==> src/rtl/i2c_scl_gen.sv <==
// I2C SCL generator: programmable half-period, clock stretching with timeout,
// multi-master synchronisation, graceful stop and phase strobes for SDA timing.
module i2c_scl_gen #(
   parameter int SIZE_REG   = 16,
   parameter int STRETCH_TO = 1024
) (
   input  logic                i_clk,
   input  logic                i_rst,
   input  logic                i_SCL_en,
   input  logic                i_SCL_start,
   input  logic                i_SCL_stop,
   input  logic [SIZE_REG-1:0] i_TWIBR,
   input  logic [1:0]          i_TWPS,
   input  logic                i_SCL_in,
   output logic                o_scl_oe,
   output logic                o_SCL,
   output logic                o_busy,
   output logic                o_scl_rise,
   output logic                o_scl_fall,
   output logic                o_mid_high,
   output logic                o_mid_low,
   output logic                o_done,
   output logic                o_stretch_to
);

   // state | meaning
   // IDLE  | SCL released, waiting for start
   // LOW   | driving SCL low for h_q cycles
   // HWAIT | released, waiting for the bus to read high (stretching)
   // HIGH  | released and high for h_q cycles, watching for other masters
   localparam int HW = SIZE_REG + 7;
   localparam int SW = $clog2(STRETCH_TO + 2);

   typedef enum logic [1:0] {
      IDLE  = 2'd0,
      LOW   = 2'd1,
      HWAIT = 2'd2,
      HIGH  = 2'd3
   } state_t;

   state_t        r_state, w_state_n;
   logic [HW-1:0] r_cnt, w_cnt_n;
   logic [HW-1:0] r_h, w_h_n;
   logic [HW-1:0] w_h, w_h_half;
   logic [SW-1:0] r_st, w_st_n;
   logic          r_stop, w_stop_n;
   logic          r_sync_meta, r_scl_s;
   logic          r_rise, r_fall, r_done, r_sto;
   logic          w_rise_n, w_fall_n, w_done_n, w_sto_n;
   logic          w_last;

   assign w_h      = (HW'(i_TWIBR) + HW'(1)) << {i_TWPS, 1'b0};
   assign w_h_half = r_h >> 1;
   assign w_last   = (r_cnt == r_h - HW'(1));

   always_ff @(posedge i_clk or posedge i_rst) begin
      if (i_rst) begin
         r_sync_meta <= 1'b1;
         r_scl_s     <= 1'b1;
      end else begin
         r_sync_meta <= i_SCL_in;
         r_scl_s     <= r_sync_meta;
      end
   end

   // Decisions use the value scl_s is about to take, so the state change lands
   // on the same edge as the synchroniser output and HWAIT lasts two cycles.
   always_comb begin
      w_state_n = r_state;
      w_cnt_n   = r_cnt + HW'(1);
      w_h_n     = r_h;
      w_st_n    = r_st;
      w_stop_n  = r_stop | (i_SCL_stop & (r_state != IDLE));
      w_rise_n  = 1'b0;
      w_fall_n  = 1'b0;
      w_done_n  = 1'b0;
      w_sto_n   = 1'b0;
      case (r_state)
         IDLE: begin
            w_cnt_n = '0;
            w_st_n  = '0;
            if (i_SCL_start) begin
               w_state_n = LOW;
               w_h_n     = w_h;
               w_fall_n  = 1'b1;
            end
         end
         LOW: begin
            if (w_last) begin
               w_cnt_n = '0;
               w_st_n  = '0;
               if (w_stop_n) begin
                  w_state_n = IDLE;
                  w_done_n  = 1'b1;
                  w_stop_n  = 1'b0;
               end else begin
                  w_state_n = HWAIT;
               end
            end
         end
         HWAIT: begin
            w_cnt_n = '0;
            w_st_n  = r_st + SW'(1);
            if (r_sync_meta) begin
               w_state_n = HIGH;
               w_rise_n  = 1'b1;
            end else if ((STRETCH_TO != 0) && (w_st_n == SW'(STRETCH_TO)) && !r_scl_s) begin
               w_state_n = IDLE;
               w_sto_n   = 1'b1;
               w_stop_n  = 1'b0;
            end
         end
         HIGH: begin
            if (!r_sync_meta || w_last) begin
               w_state_n = LOW;
               w_cnt_n   = '0;
               w_h_n     = w_h;
               w_fall_n  = 1'b1;
            end
         end
         default: w_state_n = IDLE;
      endcase
      if (!i_SCL_en) begin
         w_state_n = IDLE;
         w_cnt_n   = '0;
         w_st_n    = '0;
         w_stop_n  = 1'b0;
         w_rise_n  = 1'b0;
         w_fall_n  = 1'b0;
         w_done_n  = 1'b0;
         w_sto_n   = 1'b0;
      end
   end

   always_ff @(posedge i_clk or posedge i_rst) begin
      if (i_rst) begin
         r_state <= IDLE;
         r_cnt   <= '0;
         r_h     <= HW'(1);
         r_st    <= '0;
         r_stop  <= 1'b0;
         r_rise  <= 1'b0;
         r_fall  <= 1'b0;
         r_done  <= 1'b0;
         r_sto   <= 1'b0;
      end else begin
         r_state <= w_state_n;
         r_cnt   <= w_cnt_n;
         r_h     <= w_h_n;
         r_st    <= w_st_n;
         r_stop  <= w_stop_n;
         r_rise  <= w_rise_n;
         r_fall  <= w_fall_n;
         r_done  <= w_done_n;
         r_sto   <= w_sto_n;
      end
   end

   assign o_scl_oe     = (r_state == LOW);
   assign o_SCL        = ~o_scl_oe;
   assign o_busy       = (r_state != IDLE);
   assign o_scl_rise   = r_rise;
   assign o_scl_fall   = r_fall;
   assign o_done       = r_done;
   assign o_stretch_to = r_sto;
   assign o_mid_low    = (r_state == LOW) && (r_cnt == w_h_half);
   // Suppressed when another master is already pulling SCL low this cycle.
   assign o_mid_high   = (r_state == HIGH) && (r_cnt == w_h_half) && r_sync_meta;

endmodule

==> config.mk <==
export PLATFORM = sky130hd
export DESIGN_NAME = i2c_scl_gen
export DESIGN_NICKNAME = d
export VERILOG_FILES = /design/src/rtl/i2c_scl_gen.sv
export SDC_FILE = /design/constraint.sdc
export NUM_CORES = 1
export LEC_CHECK = 0
export CORE_UTILIZATION = 55
export DETAILED_ROUTE_END_ITERATION = 7
export PLACE_DENSITY = 0.77
export SETUP_SLACK_MARGIN = 0.15
export SYNTH_ARGS = -nofsm -noshare
export SYNTH_HDL_FRONTEND = slang
export SYNTH_SLANG_ARGS = --single-unit
==> constraint.sdc <==
create_clock -name i_clk -period 4.75 [get_ports i_clk]
set_input_delay 0.475 -clock i_clk [delete_from_list [all_inputs] [get_ports i_clk]]
set_output_delay 0.475 -clock i_clk [all_outputs]
set_load 0.01 [all_outputs]
Word-level counts from Yosys, hierarchy flattened
Cells that the tools add are included.
W data, S select, Z words.
{"block": "word_totals", "regBits": 66, "latchBits": 0, "mem_bits_rw": 0, "romBits": 0, "inputBits": 24, "output_inout_bits": 9, "wordCells": 84, "mem_count": 0}
{"block": "op_classes", "add_sub_neg": 4, "mul": 0, "div_mod_pow": 0, "n_lt_le_gt_ge": 0, "eq_ne": 13, "shifts": 1, "muxes": 38, "bitwise": 3, "n_reduce_logical": 14}
{"op": "$mux W23", "n": 5}
{"op": "$pmux W23 S3", "n": 1}
{"op": "$pmux W23 S2", "n": 1}
{"op": "$pmux W11 S3", "n": 1}
{"op": "$add A23 B1 Y23 const B", "n": 1}
{"op": "$eq A23 B22 Y1", "n": 1}
{"op": "$eq A23 B23 Y1", "n": 1}
{"op": "$shl A17 B3 Y23", "n": 1}
{"op": "$sub A23 B1 Y23 const B", "n": 1}
{"op": "$mux W11", "n": 2}
{"op": "$mux W1", "n": 18}
{"op": "$add A16 B1 Y17 const B", "n": 1}
{"op": "$mux W2", "n": 7}
{"op": "$add A11 B1 Y11 const B", "n": 1}
{"op": "$eq A11 B11 Y1 const B", "n": 1}
{"op": "$pmux W2 S4", "n": 1}
{"op": "$ne A3 B3 Y1 const B", "n": 2}
{"op": "$eq A2 B2 Y1 const B", "n": 2}
{"op": "$logic_and A1 B1 Y1", "n": 4}
{"op": "$ne A2 B2 Y1 const B", "n": 2}
{"op": "$ne A4 B1 Y1 const B", "n": 1}
{"op": "$ne A4 B4 Y1 const B", "n": 1}
{"op": "$pmux W1 S2", "n": 2}
{"op": "$reduce_and A4 Y1", "n": 1}
{"op": "other kinds (12)", "n": 14}

Longest topological paths before layout
Gate-level depths: netlist of run 1.
{"block": "logic_depth", "depth_word": 7, "mapped_depth": 12, "depth_no_buf": 10}

Worst setup path after synthesis of run 1
Ideal clock, no wire load.
{"block": "synth_path", "path_type": "reg-to-reg", "start": "register r_h[1]", "end": "register r_h[10]", "setup_ns": 0.125, "t_arrival_ns": 3.280, "t_required_ns": 4.625, "setup_slack_ns": 1.345, "stages_incl_launch_ff": 13, "period_less_slack_ns": 3.405, "cell_sequence": "dfrtp_1 > inv_1 > ha_1 > or4b_2 > clkbuf_1 > or4_1 > a21oi_1 > nor2_1 > a21oi_2 > nand4b_4 > a21oi_4 > buf_12 > mux2_4"}
{"block": "synth_between", "elab_chain_cells": 5}
{"item": "start, declared", "line_no": "43", "rtl": "logic [HW-1:0] r_h, w_h_n;"}
{"item": "start signal, assigned", "line_no": "149", "rtl": "r_h <= w_h_n;"}
{"item": "$sub A23 B1 Y23", "line_no": "54", "rtl": "assign w_last = (r_cnt == r_h - HW'(1));"}
{"item": "$eq A23 B23 Y1", "line_no": "54"}
{"item": "$logic_or A1 B1 Y1", "line_no": "114", "rtl": "if (!r_sync_meta || w_last) begin"}
{"item": "$ne A2 B2 Y1 (no source line)"}
{"item": "$reduce_and A3 Y1 (no source line)"}
Every way passes these cells.
A chain may end at the register's enable or synchronous reset.

Final worst setup path of run 1
{"block": "layout_path", "start": "register r_h[1]", "end": "register r_h[16]"}
Same word-level chain as after synthesis.

==> parameters.txt, run 1 <==
Parameter                              Value

Yosys
  Average cell area after synthesis    8.57 µm²
  Number of instances in the synthesized netlist    between 600 and 700
  Number of warning messages in the yosys log    0
  Post-synthesis cell type count    75
  Share of flip-flops with an asynchronous set or reset after synthesis    1.00
  Syn nets    approximately 660
  Sequential fraction of the synthesis area    0.308
  Total of flip-flops plus latches after synthesis    66
  Largest cells by area after synthesis    dfrtp_1 (29%), xor2_1 (6.8%), xnor2_1 (6.5%)
  Number of flops mapped to enable cells by yosys    0
  Dominant register cell in the synthesized netlist    dfrtp_1
  Synthesized cell area    5380 µm²
  Portion of synthesized cell area occupied by the leading cell type    0.293
  Cell type with the highest aggregate area in the netlist    dfrtp_1

Detailed routing
  Post-detailed-route wirelength per cell    ~16 µm
  Drc violations    0
  Total wire length    about 13000 µm
  TritonRoute pass-1 iters    5
  Via count    between 4000 and 5000
  DRC violation total after the first TritonRoute iteration    203
  Post-route ant nets    0
  Via-to-Cell Ratio    6.02

Floorplanning
  Full die area    just over 10000 µm²
  Placeable Area    about 9400 µm²
  Count of boundary I/O pins    33
  Die width    approximately 100 µm
  Core Rows    35
  Starting density of the core    0.574
  Vertical die dimension    101 µm

CTS
  Clock latency on the worst-skew pair    about 0.35 ns
  Post-CTS Setup Bufs    0
  Clock tree from TritonCTS    done
  Post-CTS Hold Buffers    0
  Maximum root-to-sink buffer count    2
  Clock Sink Count    66
  H-tree level count    3
  Cell chosen for the clock root    clkbuf_8
  Clk slew on worst S/H paths    0.07 ns
  Number of buffers created by CTS    9
  Cts repair resizes    0

Global route
  Congestion Overflow GR    0
  Via count of the first global-routing pass    around 4400
  Antenna violations before repair    0
  Global-route wire length before repair    around 21000 µm
  Largest net degree at the start of global routing    39
  Total routing usage reported by global routing    0.264

Timing
  Setup ws final    approximately 0.93 ns
  FMAX    roughly 0.26 GHz
  Hold WS    0.401 ns
  Worst slew margin relative to its limit    0.359
  Final clock skew    about 0.014 ns
  Final Setup Violations    0
  Final clock period utilization by the worst path    0.804
  Worst-margin pin slew    between 0.9 and 1 ns
  Final Hold Fails    0
  Setup repair after global routing missed its margin    false
  Final-layout setup total negative slack    0 ns
  Period minus WS final    3.82 ns
  Final number of max-transition violations    0

Layout
  Area used by multi-input combinational logic    roughly 3400 µm²
  Count of filler cells inserted in the layout    817
  Area occupied by registers    roughly 1700 µm²
  Non-filler cells, final    between 700 and 800
  Share of post-route cells with drive strength above 1    0.0926
  Layout area overhead    9.02%
  Number of diodes added for antenna fixing    0
  Number of nets in the layout    around 670

Placed design
  Pre-CTS setup slack    a little under 1 ns
  Count of buffers inserted at the top-level ports    32
  Post-DP HPWL    roughly 9500 µm
  GPL Wtd Cong    between 0.9 and 1
  Placed Cells incl. Taps    between 700 and 800

Setup path
  Crit path launch type    flop
  Nature of the critical path endpoint    flop
  Required time at the endpoint of the critical path    4.98 ns
  Peak fanout along the critical path    23
  Signal arrival time at the worst endpoint    around 4 ns
  Critical path start-end classification    reg -> reg

Run
  Max-cap violations    0

Pwr
  Peak VDD IR    approximately 160 µV
  PwrDens    between 400 and 500 nW/µm²
  Leakage power figure    between 2 and 2.5 nW

Worst hold path
  Type of the tightest min-delay check    reg -> reg

Run status
  Result of the run    completed
## cells in the mapped netlist (all sizes together), types with 8 or more instances
cell type / number
a21oi: 17
a31oi: 10
and3: 12
buf: 16
clkbuf: 24
dfrtp: 63
ha: 9
inv: 28
mux2: 22
mux2i: 13
nand2: 58
nand3: 29
nand4: 18
nor2: 62
nor2b: 8
nor3: 22
nor4: 18
o21ai: 18
o22ai: 8
or4: 8
xnor2: 40
xor2: 42
## through the flow
step | power (mW) | util | instance area (µm²)
final | 2.41 | 0.626 | 5870
after global routing | 2.56 | 0.626 | 5870
after CTS | 2.41 | 0.626 | 5870
after detailed placement | 1.91 | 0.604 | 5660
after global placement | 1.88 | 0.604 | 5660
after floorplan | 1.71 | - | 5380
## final timing paths
| path | start | end | slack, ns | cells past startpoint |
|---|---|---|---|---|
| min | r_sync_meta$_DFF_PP1_ | r_scl_s$_DFF_PP1_ | 0.40 | 0 |
| max in group asynchronous | i_rst | r_scl_s$_DFF_PP1_ | 3.27 | 3 |
| max | r_h[1]$_DFFE_PP0P_ | r_h[16]$_DFFE_PP0P_ | 0.93 | 11 |
| max reg2reg | r_h[1]$_DFFE_PP0P_ | r_h[16]$_DFFE_PP0P_ | 0.93 | 11 |
| min in group asynchronous | i_rst | r_cnt[9]$_DFF_PP0_ | 0.52 | 2 |
| min reg2reg | r_sync_meta$_DFF_PP1_ | r_scl_s$_DFF_PP1_ | 0.40 | 0 |
## cell usage in the layout, fill, tap and decap left out, types with 8 or more instances in the layout
cell type / instances
or4_1: 8
clkdlybuf4s50_1: 32
inv_1: 26
mux2i_1: 13
dfrtp_1: 63
nor2_1: 62
a21oi_1: 15
clkbuf_8: 12
xnor2_1: 40
and3_1: 11
xor2_1: 42
mux2_4: 16
nor4_1: 17
nand4_1: 18
o21ai_0: 17
a31oi_1: 10
nand2_1: 57
ha_1: 9
nor3_1: 21
nor2b_1: 8
o22ai_1: 8
nand3_1: 29
## worst max-delay path, cell delays in order, from the launching register on
cell,delay [ns]
dfrtp_1,0.44
inv_1,0.11
ha_1,0.29
or4b_2,0.72
or4_1,0.54
a21oi_1,0.18
nor2_1,0.09
a21oi_2,0.19
nand4b_4,0.22
a21oi_4,0.17
buf_4,0.36
mux2_2,0.38
## power breakdown
part	switching, mW	leakage [nW]	internal (mW)
Combinational	0.530	1.39	0.500
Sequential	0.230	0.872	0.659
Clock	0.211	0.106	0.282
## kinds of logic after synthesis
logic type                 after synthesis  share of synthesized area
adders and majority gates                9                     0.0209
xor gates and xnor gates                83                      0.138
and+or+nand+nor                        272                      0.267
DFF                                     66                      0.308
AOI/OAI and AO/OA                       95                      0.126
muxes                                   35                     0.0814
buffers and inverters                   68                     0.0595
## per-layer routing
metal,part of all wire,vias up,global-route usage
met5,0,-,0
met4,0.025,0,0.111
met3,0.035,25,0.0340
met2,0.51,120,0.468
met1,0.43,2224,0.322
li1,-,2244,-
## flip-flops by register name (all words and copies together) (netlist names)
register      count
r_cnt            23
r_h              23
r_st             11
r_state           2
o_done            1
o_scl_fall        1
o_scl_rise        1
o_stretch_to      1
r_scl_s           1
r_stop            1
r_sync_meta       1
## cell type report
type | count | share of cell area
multi-input combinational | 494 | 0.581
sequential | 66 | 0.282
timing repair buffer | 34 | 0.0572
clock buffer | 13 | 0.0288
tap | 129 | 0.0275
inverter | 28 | 0.0179
clock inverter | 2 | 0.00597
Power figures use the tool's default switching activity.
==> run 2, diff against run 1 <==
clock period = 3.8 ns   (was 4.75 ns; I/O delays follow)
==> run 2 against run 1 <==
Largest power group unchanged. Setup slack lost 0.58 ns. Critical path type unchanged. Global-route usage up 1.3 points. Sequential share of layout area is 0.60 points lower. Total power up 31%. First-iteration DRC count rose by 33%.
==> parameters.txt, run 2 (synthesized netlist as in run 1, its figures left out) <==
Parameter                              Value

Run status
  Result of the run    completed

Placed design
  GPL Wtd Cong    ~0.95
  Post-DP HPWL    9860 µm
  Pre-CTS setup slack    around 0.21 ns
  Count of buffers inserted at the top-level ports    32
  Placed Cells incl. Taps    763

Layout
  Non-filler cells, final    just under 800
  Layout area overhead    11.4%
  Number of diodes added for antenna fixing    0
  Count of filler cells inserted in the layout    837
  Number of nets in the layout    approximately 680
  Largest registers ranked by flip-flop count    r_cnt x23, r_h x23, r_st x11
  Share of post-route cells with drive strength above 1    0.114
  Most frequent standard cell in the layout excluding fill and tap cells    dfrtp_1
  Commonest cells after routing, fill and taps aside    dfrtp_1 (63), nor2_1 (62), nand2_1 (57)
  Layout Utilization    0.640

Detailed routing
  Total wire length    13000 µm
  TritonRoute pass-1 iters    5
  DRC violation total after the first TritonRoute iteration    about 270
  Via count    around 4800
  Post-route ant nets    0
  Length of routed wiring on met1    roughly 5500 µm
  Via-to-Cell Ratio    between 6 and 7
  Top Layer Used    met4
  Drc violations    0
  Met2 Routed Length    6380 µm
  Post-detailed-route wirelength per cell    between 15 and 20 µm
  Wire length on met3    approximately 450 µm

CTS
  Cts repair resizes    1
  Maximum root-to-sink buffer count    2
  Clock Sink Count    between 60 and 70
  Number of buffers created by CTS    9
  H-tree level count    3
  Clock tree from TritonCTS    done
  Post-CTS Hold Buffers    0
  Cell chosen for the clock root    clkbuf_8
  Clock latency on the worst-skew pair    0.36 ns
  Post-CTS Setup Bufs    0
  Clk slew on worst S/H paths    ~0.080 ns

Global route
  Congestion Overflow GR    0
  Total routing usage reported by global routing    0.277
  Antenna violations before repair    0
  Via count of the first global-routing pass    4680
  Largest net degree at the start of global routing    27
  Global-route wire length before repair    22100 µm

Floorplanning
  Count of boundary I/O pins    33
  Starting density of the core    0.574
  Placeable Area    between 9000 and 10000 µm²
  Full die area    between 10000 and 15000 µm²
  Vertical die dimension    101 µm
  Die width    101 µm
  Core Rows    35

Setup path
  Crit path launch type    flop
  Signal arrival time at the worst endpoint    between 3 and 4 ns
  Maximum cell stage delay along the critical path    roughly 0.53 ns
  Nature of the critical path endpoint    flop
  Worst-case register-to-register setup slack    approximately 0.35 ns
  R2r worst-path depth    11
  Peak fanout along the critical path    23
  Critical Path Start    r_h[1]$_DFFE_PP0P_
  Critical path start-end classification    reg -> reg
  Slowest CP cell    or4b_4
  Required time at the endpoint of the critical path    between 4 and 5 ns
  Series of cell instances along the critical path    inv_1, ha_2, or4b_4, or4_1, a21oi_1, nor2_1, a21oi_2, nand4b_4, a21oi_4, buf_12, mux2_2
  R2R Path End    r_h[16]$_DFFE_PP0P_
  RR Startpoint    r_h[1]$_DFFE_PP0P_
  CP endpoint    r_h[16]$_DFFE_PP0P_

Timing
  FMAX    ~0.29 GHz
  Worst-margin pin slew    around 0.76 ns
  Worst slew margin relative to its limit    0.495
  Setup ws final    between 0.3 and 0.4 ns
  Final number of max-transition violations    0
  Final Hold Fails    0
  Period minus WS final    between 3 and 4 ns
  Hold WS    approximately 0.33 ns
  Final clock period utilization by the worst path    0.909
  Final clock skew    0.0159 ns
  Final Setup Violations    0
  Final-layout setup total negative slack    0 ns
  Setup repair after global routing missed its margin    false

Pwr
  Peak VDD IR    roughly 400 µV
  Leakage power figure    roughly 2.4 nW
  PwrDens    about 530 nW/µm²

Run
  Max-cap violations    0

Worst hold path
  Type of the tightest min-delay check    in -> async
[run 2: cell types whose count changed in the layout (fill, tap and decap cells not counted), sizes merged]
| cell | previous run | this run |
|---|---|---|
| buf | 2 | 14 |
| clkinv | 1 | 2 |
| bufinv | 1 | 2 |
| clkinvlp | 0 | 1 |
| clkbuf | 13 | 11 |
[run 2: critical path: cells and delay by family, from the launching register on]
family | cells | cell delay (ns)
multiplexers | 1 | 0.35
flip-flops | 1 | 0.44
AO/OA/AOI/OAI | 3 | 0.59
adder cells (fa/ha/maj) | 1 | 0.25
AND/OR/NAND/NOR | 4 | 1.39
buffers and inverters | 2 | 0.32
[run 2: worst min-delay path by stage]
stage / start / to / slack, ns / depth (start not counted)
6_report: i_rst / r_st[9]$_DFFE_PP0P_ / 0.33 / 2
4_1_cts: i_rst / r_st[2]$_DFFE_PP0P_ / 0.34 / 2
3_3_place_gp: r_sync_meta$_DFF_PP1_ / r_scl_s$_DFF_PP1_ / 0.39 / 0
3_5_place_dp: r_sync_meta$_DFF_PP1_ / r_scl_s$_DFF_PP1_ / 0.40 / 0
2_1_floorplan: r_sync_meta$_DFF_PP1_ / r_scl_s$_DFF_PP1_ / 0.37 / 0
5_1_grt: i_rst / o_stretch_to$_DFF_PP0_ / 0.38 / 2
[run 2: stage by stage]
stage               instance area (µm²)  total power [mW]
floorplan                          5380              2.14
global placement                   5770              2.42
detailed placement                 5770              2.46
CTS                                5990              3.14
global route                       5990              3.34
finish                             5990              3.15
[run 2: metal layers]
| metal | vias to the layer above | GRT usage |
|---|---|---|
| met5 | - | 0 |
| met4 | 0 | 0.168 |
| met2 | 134 | 0.471 |
| li1 | 2271 | - |
| met3 | 51 | 0.0326 |
| met1 | 2303 | 0.338 |
[run 2: cell type report]
cell class	count	area [µm²]	area share
multi-input combinational	494	3420	0.570
sequential	66	1660	0.276
timing repair buffer	46	438	0.0731
tap	129	161	0.0269
clock buffer	11	141	0.0236
inverter	28	105	0.0175
clock inverter	5	77.6	0.0129
[run 2: where the power goes]
part	total (mW)	switching (mW)	internal, mW
combinational	1.43	0.747	0.686
clock	0.665	0.279	0.385
sequential	1.06	0.231	0.825
total	3.15	1.26	1.90
